<file path="config.mk">
export PLATFORM = sky130hd
export DESIGN_NAME = des_key_schedule_seq
export DESIGN_NICKNAME = d
export VERILOG_FILES = /design/src/rtl/des_key_schedule_seq.sv
export SDC_FILE = /design/constraint.sdc
export NUM_CORES = 1
export LEC_CHECK = 0
export BUFFER_PORTS_ARGS = -buffer_cell sky130_fd_sc_hd__buf_2
export CAP_MARGIN = 40
export CORE_UTILIZATION = 45
export CTS_CLUSTER_DIAMETER = 150
export DETAILED_ROUTE_END_ITERATION = 10
export PLACE_DENSITY_LB_ADDON = 0.25
export RECOVER_POWER = 50
export REMOVE_ABC_BUFFERS = 1
export SYNTH_ARGS = -nofsm -noshare
export SYNTH_HDL_FRONTEND = slang
export SYNTH_SLANG_ARGS = --single-unit
</file>
<file path="constraint.sdc">
create_clock -name Clk -period 3.1 [get_ports Clk]
set_input_delay 0.62 -clock Clk [delete_from_list [all_inputs] [get_ports Clk]]
set_output_delay 0.62 -clock Clk [all_outputs]
set_load 0.01 [all_outputs]
</file>
<file path="src/rtl/des_key_schedule_seq.sv">
// Sequential DES-family key schedule: PC-1 on key load, then one PC-2 subkey
// per accepted handshake, in forward (encrypt) or reverse (decrypt) order.
module des_key_schedule_seq #(
    parameter int unsigned KEY_W  = 64,
    parameter int unsigned ROUNDS = 16
) (
    input  logic                        Clk,
    input  logic                        Reset,
    input  logic [KEY_W-1:0]            Key_in,
    input  logic                        Key_valid,
    input  logic                        Decrypt,
    output logic                        Key_ready,
    output logic [48*(KEY_W/64)-1:0]    Subkey,
    output logic                        Subkey_valid,
    input  logic                        Subkey_ready,
    output logic [4:0]                  Round_idx,
    output logic                        Last
);

    localparam int unsigned LANES = KEY_W / 64;
    localparam int unsigned CW    = 28 * LANES;
    localparam int unsigned SKW   = 48 * LANES;

    localparam logic [1:0] ST_IDLE = 2'd0;
    localparam logic [1:0] ST_LOAD = 2'd1;
    localparam logic [1:0] ST_RUN  = 2'd2;

    localparam int unsigned PC1_T [56] = '{
        57, 49, 41, 33, 25, 17,  9,  1, 58, 50, 42, 34, 26, 18,
        10,  2, 59, 51, 43, 35, 27, 19, 11,  3, 60, 52, 44, 36,
        63, 55, 47, 39, 31, 23, 15,  7, 62, 54, 46, 38, 30, 22,
        14,  6, 61, 53, 45, 37, 29, 21, 13,  5, 28, 20, 12,  4
    };

    localparam int unsigned PC2_T [48] = '{
        14, 17, 11, 24,  1,  5,  3, 28, 15,  6, 21, 10,
        23, 19, 12,  4, 26,  8, 16,  7, 27, 20, 13,  2,
        41, 52, 31, 37, 47, 55, 30, 40, 51, 45, 33, 48,
        44, 49, 39, 56, 34, 53, 46, 42, 50, 36, 29, 32
    };

    // Per-round left-shift amount of the standard schedule (rounds 1..16).
    function automatic logic [5:0] shift_of(input logic [4:0] r);
        return (r == 5'd1 || r == 5'd2 || r == 5'd9 || r == 5'd16) ? 6'd1 : 6'd2;
    endfunction

    // Total rotation after ROUNDS rounds, i.e. the decrypt starting offset.
    function automatic int unsigned tot_calc();
        int unsigned s;
        s = 0;
        for (int unsigned r = 1; r <= ROUNDS; r++) begin
            s += (r == 1 || r == 2 || r == 9 || r == 16) ? 1 : 2;
        end
        return s;
    endfunction

    localparam int unsigned TOT = tot_calc();

    // DES bit n of a lane is k[64-n]; output bit 1 is the MSB.
    function automatic logic [55:0] pc1(input logic [63:0] k);
        logic [55:0] o;
        o = '0;
        for (int i = 0; i < 56; i++) begin
            o[55-i] = k[64-PC1_T[i]];
        end
        return o;
    endfunction

    function automatic logic [47:0] pc2(input logic [55:0] cd);
        logic [47:0] o;
        o = '0;
        for (int i = 0; i < 48; i++) begin
            o[47-i] = cd[56-PC2_T[i]];
        end
        return o;
    endfunction

    // PC-1 on every lane, packed as {C, D} with lane 1 in the upper half of each.
    function automatic logic [2*CW-1:0] pc1_all(input logic [KEY_W-1:0] k);
        logic [CW-1:0] c;
        logic [CW-1:0] d;
        logic [55:0]   cd;
        c = '0;
        d = '0;
        for (int l = 0; l < int'(LANES); l++) begin
            cd             = pc1(k[64*l +: 64]);
            c[28*l +: 28]  = cd[55:28];
            d[28*l +: 28]  = cd[27:0];
        end
        return {c, d};
    endfunction

    function automatic logic [SKW-1:0] pc2_all(input logic [CW-1:0] c, input logic [CW-1:0] d);
        logic [SKW-1:0] o;
        o = '0;
        for (int l = 0; l < int'(LANES); l++) begin
            o[48*l +: 48] = pc2({c[28*l +: 28], d[28*l +: 28]});
        end
        return o;
    endfunction

    // Rotations act across the full register, so bits move between lanes.
    function automatic logic [CW-1:0] rotl(input logic [CW-1:0] x, input logic [5:0] n);
        logic [2*CW-1:0] t;
        t = {x, x} << n;
        return t[2*CW-1:CW];
    endfunction

    function automatic logic [CW-1:0] rotr(input logic [CW-1:0] x, input logic [5:0] n);
        logic [2*CW-1:0] t;
        t = {x, x} >> n;
        return t[CW-1:0];
    endfunction

    logic [1:0]       state_q, state_d;
    logic [KEY_W-1:0] key_q, key_d;
    logic             dec_q, dec_d;
    logic [CW-1:0]    c_q, c_d, d_q, d_d;
    logic [SKW-1:0]   subkey_q, subkey_d;
    logic             valid_q, valid_d;
    logic [4:0]       round_q, round_d;
    logic             last_q, last_d;
    logic             key_ready_q, key_ready_d;

    logic [2*CW-1:0]  pc1_c;
    logic [CW-1:0]    adv_c_c, adv_d_c;
    logic [4:0]       adv_round_c;

    // Next-round C/D and round number for the stored direction.
    always_comb begin
        pc1_c       = pc1_all(key_q);
        adv_c_c     = c_q;
        adv_d_c     = d_q;
        adv_round_c = round_q;
        if (dec_q) begin
            adv_c_c     = rotr(c_q, shift_of(round_q));
            adv_d_c     = rotr(d_q, shift_of(round_q));
            adv_round_c = round_q - 5'd1;
        end else begin
            adv_c_c     = rotl(c_q, shift_of(round_q + 5'd1));
            adv_d_c     = rotl(d_q, shift_of(round_q + 5'd1));
            adv_round_c = round_q + 5'd1;
        end
    end

    // Next-state and output logic for IDLE / LOAD / RUN.
    always_comb begin
        state_d     = state_q;
        key_d       = key_q;
        dec_d       = dec_q;
        c_d         = c_q;
        d_d         = d_q;
        subkey_d    = subkey_q;
        valid_d     = valid_q;
        round_d     = round_q;
        last_d      = last_q;
        key_ready_d = key_ready_q;
        case (state_q)
            ST_IDLE: begin
                if (Key_valid && key_ready_q) begin
                    key_d       = Key_in;
                    dec_d       = Decrypt;
                    key_ready_d = 1'b0;
                    state_d     = ST_LOAD;
                end
            end
            ST_LOAD: begin
                if (dec_q) begin
                    c_d = rotl(pc1_c[2*CW-1:CW], 6'(TOT));
                    d_d = rotl(pc1_c[CW-1:0],    6'(TOT));
                end else begin
                    c_d = rotl(pc1_c[2*CW-1:CW], 6'd1);
                    d_d = rotl(pc1_c[CW-1:0],    6'd1);
                end
                state_d = ST_RUN;
            end
            ST_RUN: begin
                if (!valid_q) begin
                    subkey_d = pc2_all(c_q, d_q);
                    valid_d  = 1'b1;
                    round_d  = dec_q ? 5'(ROUNDS) : 5'd1;
                    last_d   = (ROUNDS == 1);
                end else if (Subkey_ready) begin
                    if (last_q) begin
                        valid_d     = 1'b0;
                        last_d      = 1'b0;
                        key_ready_d = 1'b1;
                        state_d     = ST_IDLE;
                    end else begin
                        c_d      = adv_c_c;
                        d_d      = adv_d_c;
                        subkey_d = pc2_all(adv_c_c, adv_d_c);
                        round_d  = adv_round_c;
                        last_d   = dec_q ? (adv_round_c == 5'd1) : (adv_round_c == 5'(ROUNDS));
                    end
                end
            end
            default: begin
                state_d     = ST_IDLE;
                valid_d     = 1'b0;
                last_d      = 1'b0;
                key_ready_d = 1'b1;
            end
        endcase
    end

    // State and output registers with synchronous active-low reset.
    always_ff @(posedge Clk) begin
        if (!Reset) begin
            state_q     <= ST_IDLE;
            key_q       <= '0;
            dec_q       <= 1'b0;
            c_q         <= '0;
            d_q         <= '0;
            subkey_q    <= '0;
            valid_q     <= 1'b0;
            round_q     <= '0;
            last_q      <= 1'b0;
            key_ready_q <= 1'b1;
        end else begin
            state_q     <= state_d;
            key_q       <= key_d;
            dec_q       <= dec_d;
            c_q         <= c_d;
            d_q         <= d_d;
            subkey_q    <= subkey_d;
            valid_q     <= valid_d;
            round_q     <= round_d;
            last_q      <= last_d;
            key_ready_q <= key_ready_d;
        end
    end

    assign Key_ready    = key_ready_q;
    assign Subkey       = subkey_q;
    assign Subkey_valid = valid_q;
    assign Round_idx    = round_q;
    assign Last         = last_q;

endmodule

</file>
==> results.json <==
{
  "outcome": "complete, no violations",
  "post-route-cell-area_um2": 11660,
  "finalWorstSetupSlack_ns": 0.1646,
  "finalWeightedCongestion": 0.8608,
  "crit_type": "flip-flop to flip-flop",
  "synthesis.instances": 1380,
  "critical_path_required_ns": 3.46,
  "timing.hold.worst.class": "input pin to flip-flop",
  "vias_in_the_first_global_route": 10150,
  "power-per-cell-area_nw_per_um2": 501.3,
  "maxCapViolations": 0,
  "synth_warnings": 0,
  "dieHeight_um": 153.6,
  "synth_edf_count": 0,
  "io_buffer_count": 116,
  "setup_viol": 0,
  "num-nets-final": 1487,
  "wl_met2_mm": 15.29,
  "vdd_ir_drop_max_uv": 307.8,
  "pin_count_of_the_biggest_net_entering_global_routing": 114,
  "report.power.total_mw": 5.844,
  "drtPass1Iterations": 5,
  "most-common-layout-cells": "sky130_fd_sc_hd__dfxtp_1, sky130_fd_sc_hd__nand2_1, sky130_fd_sc_hd__o21ai_0",
  "postLayoutCoreUtil_pct": 51.64,
  "drc": 0,
  "worst_skew_pair.late_latency_ns": 0.43,
  "cp-end-kind": "flip-flop",
  "synth.top_cells.by_area": "sky130_fd_sc_hd__dfxtp_1, sky130_fd_sc_hd__o211ai_1, sky130_fd_sc_hd__o21ai_0, sky130_fd_sc_hd__a21oi_1, sky130_fd_sc_hd__nand2_1",
  "routed_wl_mm": 33.24,
  "placed_cell_area_um2": 11100,
  "via_count": 10780,
  "htree_depth": 4,
  "yosys_most_used_dff": "sky130_fd_sc_hd__dfxtp_1",
  "worst_setup_path_start_kind": "flip-flop",
  "globalRoute.totalOverflow": 0,
  "route.met3.wl_mm": 2.985,
  "drtAntennaViolNets": 0,
  "fin_crit_ns": 2.935,
  "vias_per_cell": 6.305,
  "synthDominantCellAreaShare_pct": 33.09,
  "cts_made_buffers": 17,
  "static-leakage-power_nw": 3.971,
  "nFillCells": 2245,
  "start_util_pct": 45.84,
  "netlist_area_um2": 10350,
  "wire_length_of_the_first_global_routing_pass_mm": 53.47,
  "synth_largest_area_cell": "sky130_fd_sc_hd__dfxtp_1",
  "clk_root_buffer_cell": "sky130_fd_sc_hd__clkbuf_16",
  "cp_slowest_cell": "sky130_fd_sc_hd__o21ai_2",
  "clock_sinks": 171,
  "clk_pin_slew_ns": 0.07,
  "topRoutingLayerUsed": "met4",
  "postSynthRegisterBits": 171,
  "synth_async_sr_flop_share_pct": 0,
  "ioPinCount": 125,
  "post_cts_buffers": 0,
  "final.period_utilization_pct": 94.69,
  "final_hold_viol_count": 0,
  "coreArea_um2": 22570,
  "final-max-slew-violation-count": 0,
  "pre_cts_slack_ns": 0.2307,
  "fmax_mhz": 340.7,
  "detail_route.iter0.violations": 1066,
  "dp.final_hpwl_mm": 20.54,
  "detailed_route_wire_length_on_metal_1_mm": 14.43,
  "path_max_fanout": 23,
  "drt-wirelength-per-cell_um": 19.44,
  "timing.critical_path.max_delay_family": "compound AO/OA/AOI/OAI gates",
  "cp.arrival_ns": 3.29,
  "crit_path_cell_trace": "ha_1 -> nand3_2 -> a21boi_1 -> o21ai_2 -> buf_12 -> nand2_1 -> buf_4 -> or3_1 -> a31oi_1",
  "slew_headroom_pct": 13.88,
  "area.growth.synth_to_final_pct": 12.66,
  "die_area_um2": 23600,
  "floorplan.die.width_um": 153.6,
  "floorplan.rows": 55,
  "unrepaired_setup_endpoints_after_global_routing": "false",
  "ctsLongestPathBuffers": 2,
  "commonest_non_fill_non_tap_cell_in_the_layout": "sky130_fd_sc_hd__dfxtp_1",
  "cts_tree": "built",
  "antennaDiodeCount": 0,
  "critical_path_max_stage_delay_ns": 0.66,
  "cts.hold.buffers_added": 0,
  "synth.avg_cell_area_um2": 7.497,
  "netlist-cell-type-count": 53,
  "seq_area_frac_synth_pct": 33.09,
  "final_skew_ns": 0.008519,
  "final_layout_size_suffix_gt1_share_pct": 13.61,
  "cts.repair.resized": 0,
  "critical_path.n_buffers_inverters": 2,
  "worst_slew_pin_slew_ns": 1.292,
  "grtUsageTotal_pct": 27.92,
  "antenna_found_initial": 0
}
==> per-stage QoR <==
| stage | cells | hold WS, ns | TNS, ns |
|---|---|---|---|
| global route | 1710 | 0.4274 | 0 |
| CTS | 1710 | 0.4189 | 0 |
| global placement | 1678 | 0.4671 | 0 |
| floorplan | 1234 | 0.4505 | -261.22 |
| finish | 1710 | 0.4270 | 0 |
| detailed placement | 1678 | 0.4710 | 0 |
==> synth_stat cells (all sizes together) (5+ instances only) <==
cell	count
dfxtp	171
nand2	163
o21ai	154
a21oi	123
o211ai	109
clkbuf	105
nand3	103
a21boi	62
inv	57
mux2	48
buf	41
nor2	33
or3	33
nand4	27
a32o	24
o311ai	17
nor3	16
mux2i	11
and3	10
a31oi	9
a311oi	7
ha	6
nand2b	6
or4	5
==> power breakdown <==
group          internal [mW]  total, mW  switching, mW  leakage [nW]
combinational          0.365       1.06          0.691          2.27
sequential              2.32       2.44          0.119          1.39
clock                   1.42       2.35          0.927         0.304
==> flip-flops by register name (all words and copies together), names as in the netlist <==
name          cells
key_q            56
dec_q             1
state_q           2
Subkey_valid      1
Key_ready         1
Last              1
Subkey           48
Round_idx         5
d_q              28
c_q              28
==> cell type report <==
type / instances / area (um2) / area share, %
Multi-Input combinational cell: 1006 / 6101 / 52.34
Sequential cell: 171 / 3428 / 29.41
Clock buffer: 23 / 478.0 / 4.100
Inverter: 57 / 214.0 / 1.836
Timing Repair Buffer: 159 / 917.1 / 7.868
Tap cell: 285 / 356.6 / 3.059
Clock inverter: 9 / 161.4 / 1.385
==> metal layers <==
metal	vias up	track usage, %
met3	46	5.017
met4	0	9.190
met2	574	45.67
li1	5127	-
met5	-	0
met1	5035	37.05
==> kinds of logic (layout without fill, tap and decap cells) <==
family	count (synthesis)	count (layout)	synth area share (%)
AO/OA/AOI/OAI	520	520	32.20
AND/OR/NAND/NOR	417	417	19.30
buffers and inverters	203	248	8.054
flip-flops	171	171	33.09
multiplexers	59	59	6.289
adder cells (fa/ha/maj)	6	6	0.7256
XOR/XNOR	4	4	0.3387
==> path summary, 6_finish.rpt <==
kind                    end  slack [ns]  depth (start not counted)         start
setup / recovery    d_q[21]        0.16                          9  Round_idx[1]
hold / removal    key_q[27]        0.43                          3    Key_in[27]
setup reg to reg    d_q[21]        0.16                          9  Round_idx[1]
hold reg to reg    key_q[1]        0.48                          2      key_q[1]
==> tightest hold or removal path, stage by stage <==
cell                       delay (ns)
sky130_fd_sc_hd__buf_2           0.10
sky130_fd_sc_hd__nand2_1         0.04
sky130_fd_sc_hd__a21boi_0        0.06
Note: power is estimated with default switching activity, not from simulation.
